===== config.mk =====
export PLATFORM = sky130hd
export DESIGN_NAME = alu_flags_writeback_flat
export DESIGN_NICKNAME = d
export VERILOG_FILES = /design/src/rtl/alu_flags_writeback_pkg.sv /design/src/rtl/alu_flags_writeback_if.sv /design/src/rtl/alu_flags_writeback_cond_eval.sv /design/src/rtl/alu_flags_writeback.sv /design/src/flat_wrapper.sv
export SDC_FILE = /design/constraint.sdc
export NUM_CORES = 1
export LEC_CHECK = 0
export ABC_AREA = 0
export CORE_ASPECT_RATIO = 2
export CORE_MARGIN = 2
export CORE_UTILIZATION = 35
export CTS_CLUSTER_SIZE = 14
export DETAILED_ROUTE_END_ITERATION = 10
export PLACE_DENSITY = 0.65
export SLEW_MARGIN = 20
export SYNTH_ARGS = -nofsm -noshare
export SYNTH_HDL_FRONTEND = slang
export SYNTH_SLANG_ARGS = --single-unit

===== constraint.sdc =====
create_clock -name clk -period 2 [get_ports clk]
set_clock_uncertainty 0.2 [all_clocks]
set_input_delay 0.6 -clock clk [delete_from_list [all_inputs] [get_ports clk]]
set_output_delay 0.6 -clock clk [all_outputs]
set_load 0.02 [all_outputs]

===== src/rtl/alu_flags_writeback_pkg.sv =====
// Shared microarchitecture definitions: ALU op codes, branch conditions, flag bit positions.
// No logic; types and constants only.
// Imported by the flag/writeback block, its interface and the condition evaluator.
package alu_flags_writeback_pkg;

    // ALU operation codes, shared with the ALU itself.
    typedef enum logic [1:0] {
        ALU_ADD = 2'd0,
        ALU_SUB = 2'd1,
        ALU_AND = 2'd2,
        ALU_OR  = 2'd3
    } alu_op_t;

    // Branch conditions evaluated against the status register.
    typedef enum logic [2:0] {
        COND_ALWAYS = 3'd0,
        COND_Z      = 3'd1,
        COND_NZ     = 3'd2,
        COND_C      = 3'd3,
        COND_NC     = 3'd4,
        COND_N      = 3'd5,
        COND_NN     = 3'd6,
        COND_NEVER  = 3'd7
    } cond_t;

    // Bit positions inside the {N,C,Z} flag vector.
    localparam int FLAG_Z = 0;
    localparam int FLAG_C = 1;
    localparam int FLAG_N = 2;
    localparam int FLAG_W = 3;

    // Arithmetic ops produce a meaningful carry; logic ops do not.
    function automatic logic is_arith(input alu_op_t op);
        return (op == ALU_ADD) || (op == ALU_SUB);
    endfunction

endpackage


===== src/rtl/alu_flags_writeback_if.sv =====
// Bundle between the ALU/control side and the flag + writeback block.
// slave  = the flag/writeback block; master = the surrounding environment (ALU, control, writeback).
// Carries exec flags, flag overrides, branch condition, result valid/ready handshake and status.
interface alu_flags_writeback_if
    import alu_flags_writeback_pkg::*;
#(
    parameter int DATA_WIDTH = 8
);
    // ALU execute side
    logic                  alu_exec;
    alu_op_t               alu_op;
    logic                  alu_zero;
    logic                  alu_carry;
    logic                  alu_negative;
    logic [DATA_WIDTH-1:0] alu_result;
    // Control-unit flag overrides and branch query
    logic                  flag_load;
    logic [FLAG_W-1:0]     flag_bus_in;
    logic                  flag_clear;
    cond_t                 cond_sel;
    logic                  branch_taken;
    logic [FLAG_W-1:0]     flags_out;
    // Writeback handshake
    logic [DATA_WIDTH-1:0] result_data;
    logic                  result_valid;
    logic                  result_ready;
    // Status
    logic                  busy;
    logic                  overrun;

    modport slave (
        input  alu_exec, alu_op, alu_zero, alu_carry, alu_negative, alu_result,
        input  flag_load, flag_bus_in, flag_clear, cond_sel, result_ready,
        output branch_taken, flags_out, result_data, result_valid, busy, overrun
    );

    modport master (
        output alu_exec, alu_op, alu_zero, alu_carry, alu_negative, alu_result,
        output flag_load, flag_bus_in, flag_clear, cond_sel, result_ready,
        input  branch_taken, flags_out, result_data, result_valid, busy, overrun
    );

endinterface


===== src/rtl/alu_flags_writeback_cond_eval.sv =====
// Branch condition evaluator over an {N,C,Z} flag vector.
// Latency: purely combinational.
// Backpressure: none.
// Ports: i_flags {N,C,Z}, i_cond_sel condition code, o_taken condition holds.
module alu_flags_writeback_cond_eval
    import alu_flags_writeback_pkg::*;
(
    input  logic [FLAG_W-1:0] i_flags,
    input  cond_t             i_cond_sel,
    output logic              o_taken
);

    logic w_z;
    logic w_c;
    logic w_n;

    assign w_z = i_flags[FLAG_Z];
    assign w_c = i_flags[FLAG_C];
    assign w_n = i_flags[FLAG_N];

    always_comb begin
        o_taken = 1'b0;
        unique case (i_cond_sel)
            COND_ALWAYS: o_taken = 1'b1;
            COND_Z:      o_taken = w_z;
            COND_NZ:     o_taken = !w_z;
            COND_C:      o_taken = w_c;
            COND_NC:     o_taken = !w_c;
            COND_N:      o_taken = w_n;
            COND_NN:     o_taken = !w_n;
            COND_NEVER:  o_taken = 1'b0;
            default:     o_taken = 1'b0;
        endcase
    end

endmodule


===== src/rtl/alu_flags_writeback.sv =====
// ALU neighbour: holds the {N,C,Z} status register, registers branch decisions and hands
// ALU results to writeback. Latency: flags 1 edge after exec, result_valid 2 edges after exec.
// Backpressure: result_ready low holds the output; one more result can wait, a further exec is dropped (overrun).
// Ports: clk, reset (async active-low), bus = alu_flags_writeback_if.slave carrying all ALU/control/writeback signals.
module alu_flags_writeback
    import alu_flags_writeback_pkg::*;
#(
    parameter int DATA_WIDTH          = 8,
    parameter bit FLAG_UPDATE_LOGIC_C = 1'b0
)(
    input  logic                  clk,
    input  logic                  reset,
    alu_flags_writeback_if.slave  bus
);

    // ------------------------------------------------------------------
    // State
    // ------------------------------------------------------------------
    logic [FLAG_W-1:0]     r_flags;
    logic                  r_branch_taken;
    logic                  r_overrun;
    // r_pending: an exec was accepted whose result has not yet reached the output register.
    logic                  r_pending;
    // The ALU's latched result is only guaranteed the cycle after exec, so a pending
    // result that cannot move to the output yet is parked in the skid register.
    logic                  r_skid_full;
    logic [DATA_WIDTH-1:0] r_skid_data;
    logic [DATA_WIDTH-1:0] r_result_data;
    logic                  r_result_valid;

    // ------------------------------------------------------------------
    // Handshake / acceptance
    // ------------------------------------------------------------------
    logic                  w_busy;
    logic                  w_exec_acc;
    logic                  w_slot_free;
    logic                  w_capture;
    logic                  w_skid_load;
    logic [DATA_WIDTH-1:0] w_cap_src;

    // Output is stalled and a second result is already queued: nowhere for a third.
    assign w_busy      = r_result_valid && !bus.result_ready && r_pending;
    assign w_exec_acc  = bus.alu_exec && !w_busy;
    // Output register can take new data this edge (empty, or being consumed).
    assign w_slot_free = !r_result_valid || bus.result_ready;
    assign w_capture   = r_pending && w_slot_free;
    // First cycle after exec with a stalled output: grab the ALU result before it moves on.
    assign w_skid_load = r_pending && !r_skid_full && !w_slot_free;
    assign w_cap_src   = r_skid_full ? r_skid_data : bus.alu_result;

    // ------------------------------------------------------------------
    // Flag update
    // ------------------------------------------------------------------
    logic [FLAG_W-1:0] w_exec_flags;
    logic [FLAG_W-1:0] w_flags_nxt;
    logic              w_taken;

    always_comb begin
        w_exec_flags         = r_flags;
        w_exec_flags[FLAG_Z] = bus.alu_zero;
        w_exec_flags[FLAG_N] = bus.alu_negative;
        if (is_arith(bus.alu_op)) begin
            w_exec_flags[FLAG_C] = bus.alu_carry;
        end else if (FLAG_UPDATE_LOGIC_C) begin
            w_exec_flags[FLAG_C] = 1'b0;
        end
    end

    // Clear beats load beats exec; a losing exec still feeds the result path.
    always_comb begin
        w_flags_nxt = r_flags;
        if (bus.flag_clear) begin
            w_flags_nxt = '0;
        end else if (bus.flag_load) begin
            w_flags_nxt = bus.flag_bus_in;
        end else if (w_exec_acc) begin
            w_flags_nxt = w_exec_flags;
        end
    end

    // Branch decision uses the flags as they will be after this edge.
    alu_flags_writeback_cond_eval u_cond_eval (
        .i_flags    (w_flags_nxt),
        .i_cond_sel (bus.cond_sel),
        .o_taken    (w_taken)
    );

    // ------------------------------------------------------------------
    // Sequential
    // ------------------------------------------------------------------
    always_ff @(posedge clk or negedge reset) begin
        if (!reset) begin
            r_flags        <= '0;
            r_branch_taken <= 1'b0;
            r_overrun      <= 1'b0;
            r_pending      <= 1'b0;
            r_skid_full    <= 1'b0;
            r_skid_data    <= '0;
            r_result_data  <= '0;
            r_result_valid <= 1'b0;
        end else begin
            r_flags        <= w_flags_nxt;
            r_branch_taken <= w_taken;

            if (bus.alu_exec && w_busy) begin
                r_overrun <= 1'b1;
            end

            if (w_capture) begin
                r_result_data  <= w_cap_src;
                r_result_valid <= 1'b1;
            end else if (r_result_valid && bus.result_ready) begin
                r_result_valid <= 1'b0;
            end

            if (w_skid_load) begin
                r_skid_data <= bus.alu_result;
                r_skid_full <= 1'b1;
            end else if (w_capture) begin
                r_skid_full <= 1'b0;
            end

            // A new exec may be accepted on the same edge the previous one moves out.
            if (w_exec_acc) begin
                r_pending <= 1'b1;
            end else if (w_capture) begin
                r_pending <= 1'b0;
            end
        end
    end

    // ------------------------------------------------------------------
    // Outputs
    // ------------------------------------------------------------------
    assign bus.flags_out    = r_flags;
    assign bus.branch_taken = r_branch_taken;
    assign bus.result_data  = r_result_data;
    assign bus.result_valid = r_result_valid;
    assign bus.busy         = w_busy;
    assign bus.overrun      = r_overrun;

endmodule


===== src/flat_wrapper.sv =====
// flat-port wrapper written by rule: the top's interface ports become plain ports
module alu_flags_writeback_flat import alu_flags_writeback_pkg::*;
#(
    parameter int DATA_WIDTH          = 8,
    parameter bit FLAG_UPDATE_LOGIC_C = 1'b0
)
  (clk, reset, bus_alu_exec, bus_alu_op, bus_alu_zero, bus_alu_carry, bus_alu_negative, bus_alu_result, bus_flag_load, bus_flag_bus_in, bus_flag_clear, bus_cond_sel, bus_result_ready, bus_branch_taken, bus_flags_out, bus_result_data, bus_result_valid, bus_busy, bus_overrun);
  alu_flags_writeback_if #(.DATA_WIDTH(DATA_WIDTH)) bus_i ();
  input  logic clk;
  input  logic reset;
  input wire logic [$bits(bus_i.alu_exec)-1:0] bus_alu_exec;
  input wire logic [$bits(bus_i.alu_op)-1:0] bus_alu_op;
  input wire logic [$bits(bus_i.alu_zero)-1:0] bus_alu_zero;
  input wire logic [$bits(bus_i.alu_carry)-1:0] bus_alu_carry;
  input wire logic [$bits(bus_i.alu_negative)-1:0] bus_alu_negative;
  input wire logic [$bits(bus_i.alu_result)-1:0] bus_alu_result;
  input wire logic [$bits(bus_i.flag_load)-1:0] bus_flag_load;
  input wire logic [$bits(bus_i.flag_bus_in)-1:0] bus_flag_bus_in;
  input wire logic [$bits(bus_i.flag_clear)-1:0] bus_flag_clear;
  input wire logic [$bits(bus_i.cond_sel)-1:0] bus_cond_sel;
  input wire logic [$bits(bus_i.result_ready)-1:0] bus_result_ready;
  output wire logic [$bits(bus_i.branch_taken)-1:0] bus_branch_taken;
  output wire logic [$bits(bus_i.flags_out)-1:0] bus_flags_out;
  output wire logic [$bits(bus_i.result_data)-1:0] bus_result_data;
  output wire logic [$bits(bus_i.result_valid)-1:0] bus_result_valid;
  output wire logic [$bits(bus_i.busy)-1:0] bus_busy;
  output wire logic [$bits(bus_i.overrun)-1:0] bus_overrun;
  assign bus_i.alu_exec = bus_alu_exec;
  assign bus_i.alu_op = bus_alu_op;
  assign bus_i.alu_zero = bus_alu_zero;
  assign bus_i.alu_carry = bus_alu_carry;
  assign bus_i.alu_negative = bus_alu_negative;
  assign bus_i.alu_result = bus_alu_result;
  assign bus_i.flag_load = bus_flag_load;
  assign bus_i.flag_bus_in = bus_flag_bus_in;
  assign bus_i.flag_clear = bus_flag_clear;
  assign bus_i.cond_sel = bus_cond_sel;
  assign bus_i.result_ready = bus_result_ready;
  assign bus_branch_taken = bus_i.branch_taken;
  assign bus_flags_out = bus_i.flags_out;
  assign bus_result_data = bus_i.result_data;
  assign bus_result_valid = bus_i.result_valid;
  assign bus_busy = bus_i.busy;
  assign bus_overrun = bus_i.overrun;
  alu_flags_writeback #(.DATA_WIDTH(DATA_WIDTH), .FLAG_UPDATE_LOGIC_C(FLAG_UPDATE_LOGIC_C)) u_core (.clk(clk), .reset(reset), .bus(bus_i));
endmodule

======== Yosys cells after proc, flatten, opt, wreduce, memory -nomap -nowiden ========
Index checks and enable logic that the tools add are counted.
operators by class
  equal/unequal tests ..................... 8
  mux-type cells .......................... 11
  reduce and logical (&&, ||, !) cells .... 23
operator list
  cell                  count
  $eq A3 B3 Y1 const B  4
  $mux W3               3
  $logic_and A1 B1 Y1   8
  $logic_not A1 Y1      8
  $mux W8               1
  $pmux W1 S8           1
  $eq A3 B2 Y1 const B  2
  $mux W1               6
  $reduce_bool A2 Y1    3
  $eq A3 B1 Y1 const B  1
  $logic_not A3 Y1      1
  $eq A2 B1 Y1 const B  1
  $logic_not A2 Y1      1
  $logic_or A1 B1 Y1    2
storage, ports and cells
  register bits ........................... 24
  bits of input ports ..................... 25
  output and inout bits ................... 15
  logic and storage cells ................. 50

======== Logic depth before layout (Yosys ltp) ========
  depth after elaboration ................. 10
  gate-level depth with buffers ........... 6
  mapped depth without buffers ............ 6

======== Hierarchy ========
From an unflattened synthesis, not the netlist that was laid out.
second synthesis, totals
  cell total of the unflattened synthesis .. 93
  area, all modules ....................... 1,081.0 µm²
modules (own cells, without submodules)
  module                         times used  cells each  area an instance (µm²)  seq. area each (µm²)
  alu_flags_writeback            1           84          1,028.5                 600.6
  alu_flags_writeback_cond_eval  1           9           52.6                    0.0

======== Least setup slack after synthesis ========
Ideal clock, no wire load.
  path kind ............................... in2reg
  start point ............................. input port bus_result_ready
  end point ............................... register u_core.r_branch_taken, in the netlist u_core.bus.branch_taken
  library setup time ...................... 127 ps
  arrival ................................. 1,583 ps
  required time ........................... 1,673 ps
  setup slack ............................. 90 ps
  cell stages on the path ................. 6
  path buffers ............................ 0
  cell sequence ........................... nand3b_4 inv_2 o21ai_1 a221oi_2 mux2i_1 a211oi_2
on the way
  longest elaborated chain between the ends .. 10
  elaborated cells between the ends (all ways) .. 12
  those cells by class .................... 4 x mux; 8 x reduce/logical
RTL lines
  what                                   RTL line                             text
  start, declared                        flat_wrapper.sv:21                   input wire logic [$bits(bus_i.result_ready)-1:0] bus_result_ready;
  $logic_not A1 Y1 (*)                   alu_flags_writeback.sv:42            assign w_busy = r_result_valid && !bus.result_ready && r_pending;
  $logic_and A1 B1 Y1 (*) (2 in series)  alu_flags_writeback.sv:42
  net bus_busy                           flat_wrapper.sv:26                   output wire logic [$bits(bus_i.busy)-1:0] bus_busy;
  $logic_not A1 Y1 (*)                   alu_flags_writeback.sv:43            assign w_exec_acc = bus.alu_exec && !w_busy;
  $logic_and A1 B1 Y1 (*)                alu_flags_writeback.sv:43
  $mux W3 (*)                            alu_flags_writeback.sv:76            end else if (w_exec_acc) begin
  $mux W3 (*)                            alu_flags_writeback.sv:74            end else if (bus.flag_load) begin
  $mux W3 (*)                            alu_flags_writeback.sv:72            if (bus.flag_clear) begin
  net u_core.u_cond_eval.i_flags[0]      alu_flags_writeback_cond_eval.sv:8   input logic [FLAG_W-1:0] i_flags,
  $logic_not A1 Y1                       alu_flags_writeback_cond_eval.sv:26  COND_NZ: o_taken = !w_z;
  $pmux W1 S8 (*)                        alu_flags_writeback_cond_eval.sv:23  unique case (i_cond_sel)
  net u_core.u_cond_eval.o_taken         alu_flags_writeback_cond_eval.sv:10  output logic o_taken
  end signal, assigned                   alu_flags_writeback.sv:103           r_branch_taken <= w_taken;
  end, declared                          alu_flags_writeback.sv:20            logic r_branch_taken;
Mark *: on every way through the listed nets, which the timed path passes. The rest lies on a longest branch.
A chain may end at the register's enable or synchronous reset.

======== Worst setup path after layout ========
  start point ............................. input port bus_alu_carry
  end point ............................... register u_core.r_branch_taken, in the netlist u_core.bus.branch_taken
on the way
  longest elaborated chain between the ends .. 6
RTL lines
  what                               RTL line                             text
  start, declared                    flat_wrapper.sv:14                   input wire logic [$bits(bus_i.alu_carry)-1:0] bus_alu_carry;
  $mux W1 (*)                        alu_flags_writeback.sv:62            if (is_arith(bus.alu_op)) begin
  $mux W3 (*)                        alu_flags_writeback.sv:76
  $mux W3 (*)                        alu_flags_writeback.sv:74
  $mux W3 (*)                        alu_flags_writeback.sv:72
  net u_core.u_cond_eval.i_flags[1]  alu_flags_writeback_cond_eval.sv:8
  $logic_not A1 Y1                   alu_flags_writeback_cond_eval.sv:28  COND_NC: o_taken = !w_c;
  $pmux W1 S8 (*)                    alu_flags_writeback_cond_eval.sv:23
  net u_core.u_cond_eval.o_taken     alu_flags_writeback_cond_eval.sv:10
Marked as above.

==> impl_metrics.env <==
export IMPL_power_density_nw_per_um2=796
export IMPL_antenna_cells=0
export IMPL_clock_fmax_ghz=0.512
export IMPL_yosysSeqAreaShare_pct=54.9
export IMPL_hpwl_um=1830
export IMPL_grt_ovfl_total=0
export IMPL_clock_sinks=24
export IMPL_dieArea_um2=3620
export IMPL_finalHoldViolCount=0
export IMPL_coreArea_um2=2980
export IMPL_postPlaceCellArea_um2=1600
export IMPL_tritoncts="done"
export IMPL_r2r_slack_ns=0.19
export IMPL_worstSetupPathType="in2reg"
export IMPL_drc=0
export IMPL_ant_nets=0
export IMPL_netlist_area_um2=1090
export IMPL_yosysTopAreaCell="dfrtp_1"
export IMPL_syn_nets=118
export IMPL_route_vias_total=866
export IMPL_insertion_delay_ns=0.26
export IMPL_cpPeakStageDelay_ns=0.49
export IMPL_worstSetupEndpointType="register"
export IMPL_required_ns=1.94
export IMPL_outcome="completed"
export IMPL_drtIter0Drc=21
export IMPL_routed_wl_um=2300
export IMPL_areaGrowthSynthToFinish_pct=53.5
export IMPL_cts_made_buffers=3
export IMPL_htree_num_levels=1
export IMPL_use_met1_pct=12.8
export IMPL_fin_crit_sh_pct=97.6
export IMPL_synth_top_area_share_pct=54.9
export IMPL_design_area_um2=1680
export IMPL_final_setup_worst_slack_ns=0.0478
export IMPL_dieWidth_um=43.5
export IMPL_worst_pin_slew_ns=0.330
export IMPL_routabilityCongestion=0.701
export IMPL_wl_per_cell_um=13.3
export IMPL_ys_types=21
export IMPL_viasPerCell=5.01
export IMPL_yosys_register_bits=24
export IMPL_final_nets=169
export IMPL_met2_usage_pct=24.6
export IMPL_grt_max_degree=25
export IMPL_hold_path_class="reg2reg"
export IMPL_port_buffers=38
export IMPL_slowest_stage="clkdlybuf4s50_1"
export IMPL_start_util_pct=36.8
export IMPL_clk_pin_slew_ns=0.08
export IMPL_ctsHoldBuffers=0
export IMPL_drive_gt1_share_pct=23.1
export IMPL_p_leak_uw=0.000775
export IMPL_path_cells="clkdlybuf4s50_1, a41oi_2, a221oi_4, mux2i_1, a211oi_2"
export IMPL_final_min_clock_period_ns=1.95
export IMPL_grt_first_pass_wirelength_um=3660
export IMPL_grt_util_all_layers_pct=13.4
export IMPL_setup_viol=0
export IMPL_synth_area_top_cells="dfrtp_1 55%, mux2i_1 10%, mux2_2 8.2%"
export IMPL_rows=28
export IMPL_die_h_um=83.1
export IMPL_cts_max_path_buffers=2
export IMPL_vdd_drop_max_v=0.000437
export IMPL_maxSlewViolCount=0
export IMPL_cp_max_fo=2
export IMPL_maxCapViolCount=0
export IMPL_antenna_found_initial=0
export IMPL_grt_pass1_vias=841
export IMPL_dp_slack_ns=-0.646
export IMPL_yosysWarnings=0
export IMPL_io_pins=40
export IMPL_drt_first_pass_iters=4
export IMPL_grt_util_met3_pct=2.61
export IMPL_busiest_layer="met2"
export IMPL_slew_headroom_pct=78.0
export IMPL_syn_inst=93
export IMPL_cts_root_buffer_cell="clkbuf_8"
export IMPL_cp_start_kind="primary input"
export IMPL_synth_avg_cell_area_um2=11.8
export IMPL_worstPathArrival_ns=1.90
export IMPL_nFillCells=274
[routing by layer]
layer  up-vias  part of all wire, %  routed length [um]
met3         2                  5.6                 130
met1       412                   38                 864
met4         0                  1.6                  38
met5         -                    0                   0
li1        423                    -                   -
met2        29                   55                1270
[synth_stat cells]
master / n
a21o_1: 1
inv_1: 5
nor2_2: 1
a31oi_1: 2
nand3b_4: 1
nand2b_1: 4
nand2_1: 13
clkbuf_1: 1
o21ai_1: 2
dfrtp_1: 24
or3_1: 1
o31ai_1: 1
clkinv_1: 2
o21ai_0: 9
a41oi_1: 1
buf_2: 1
inv_2: 1
a211oi_2: 1
a221oi_2: 3
mux2i_1: 11
mux2_2: 8
[repair_timing]
| item | 4_1_cts | 5_1_grt |
|---|---|---|
| cloned | 0 | 0 |
| endpoints found under the setup margin | 16 | 3 |
| pin swaps | 1 | 2 |
| gates resized for setup | 23 | 9 |
| buffers inserted | 1 | 0 |
[kinds of logic after synthesis]
logic type | share of synthesized area [%]
compound gates | 13.6
buf+inv | 3.54
flops | 54.9
mux | 18.3
simple gates | 9.72
[cell usage in the layout (no fill, tap or decap), types with 6 or more instances in the layout]
master / instances
o21ai_0: 9
mux2_2: 8
dlygate4sd2_1: 15
dfrtp_1: 24
buf_4: 6
mux2i_1: 11
clkdlybuf4s50_1: 19
nand2_1: 13
[stage by stage]
step                 TNS, ns  total power [uW]  utilization [%]  instances  hold slack, ns
floorplan                  0               841                -         93           0.104
global placement       -3.57              1050             53.6        168           0.241
detailed placement     -3.81              1060             53.6        168           0.259
CTS                 -0.00364              1350             55.1        173           0.274
global route        -0.00296              1420             56.4        173           0.283
finish                     0              1340             56.4        173           0.274
[power breakdown]
group	switching [uW]	internal, uW
Sequential	47.0	581
Clock	141	175
Combinational	189	205
Total	377	961
[final cells by class]
| class | instances | area [um^2] | share of cell area, % |
|---|---|---|---|
| flip-flops and latches | 24 | 601 | 35.7 |
| multi-input cells | 59 | 479 | 28.5 |
| clock buffers | 4 | 55.1 | 3.28 |
| repair buffers | 48 | 475 | 28.3 |
| well taps | 30 | 37.5 | 2.23 |
| inverters | 8 | 32.5 | 1.94 |
[registers in the layout, summed over array words and instances (netlist names)]
name,flops
u_core.bus.branch_taken,1
u_core.r_skid_full,1
u_core.bus.overrun,1
u_core.r_pending,1
u_core.r_skid_data,8
u_core.bus.result_valid,1
u_core.bus.result_data,8
u_core.bus.flags_out,3
[worst max-delay path: cells and delay by family]
family / cells / cell delay, ns
mux: 1 / 0.27
buf+inv: 1 / 0.49
compound gates: 3 / 0.54
[final timing paths]
| path | to | cells past startpoint | startpoint |
|---|---|---|---|
| worst max register to register | u_core.bus.branch_taken$_DFF_PN0_ | 6 | u_core.r_pending$_DFFE_PN0P_ |
| worst max-delay path | u_core.bus.branch_taken$_DFF_PN0_ | 5 | bus_alu_carry |
| worst min-delay path | u_core.bus.overrun$_DFFE_PN0P_ | 1 | u_core.bus.overrun$_DFFE_PN0P_ |
| min in group asynchronous | u_core.bus.flags_out[1]$_DFF_PN0_ | 2 | reset |
| worst min register to register | u_core.bus.overrun$_DFFE_PN0P_ | 1 | u_core.bus.overrun$_DFFE_PN0P_ |
| max in group asynchronous | u_core.r_skid_data[0]$_DFFE_PN0P_ | 2 | reset |
(Power assumes the default switching activity.)
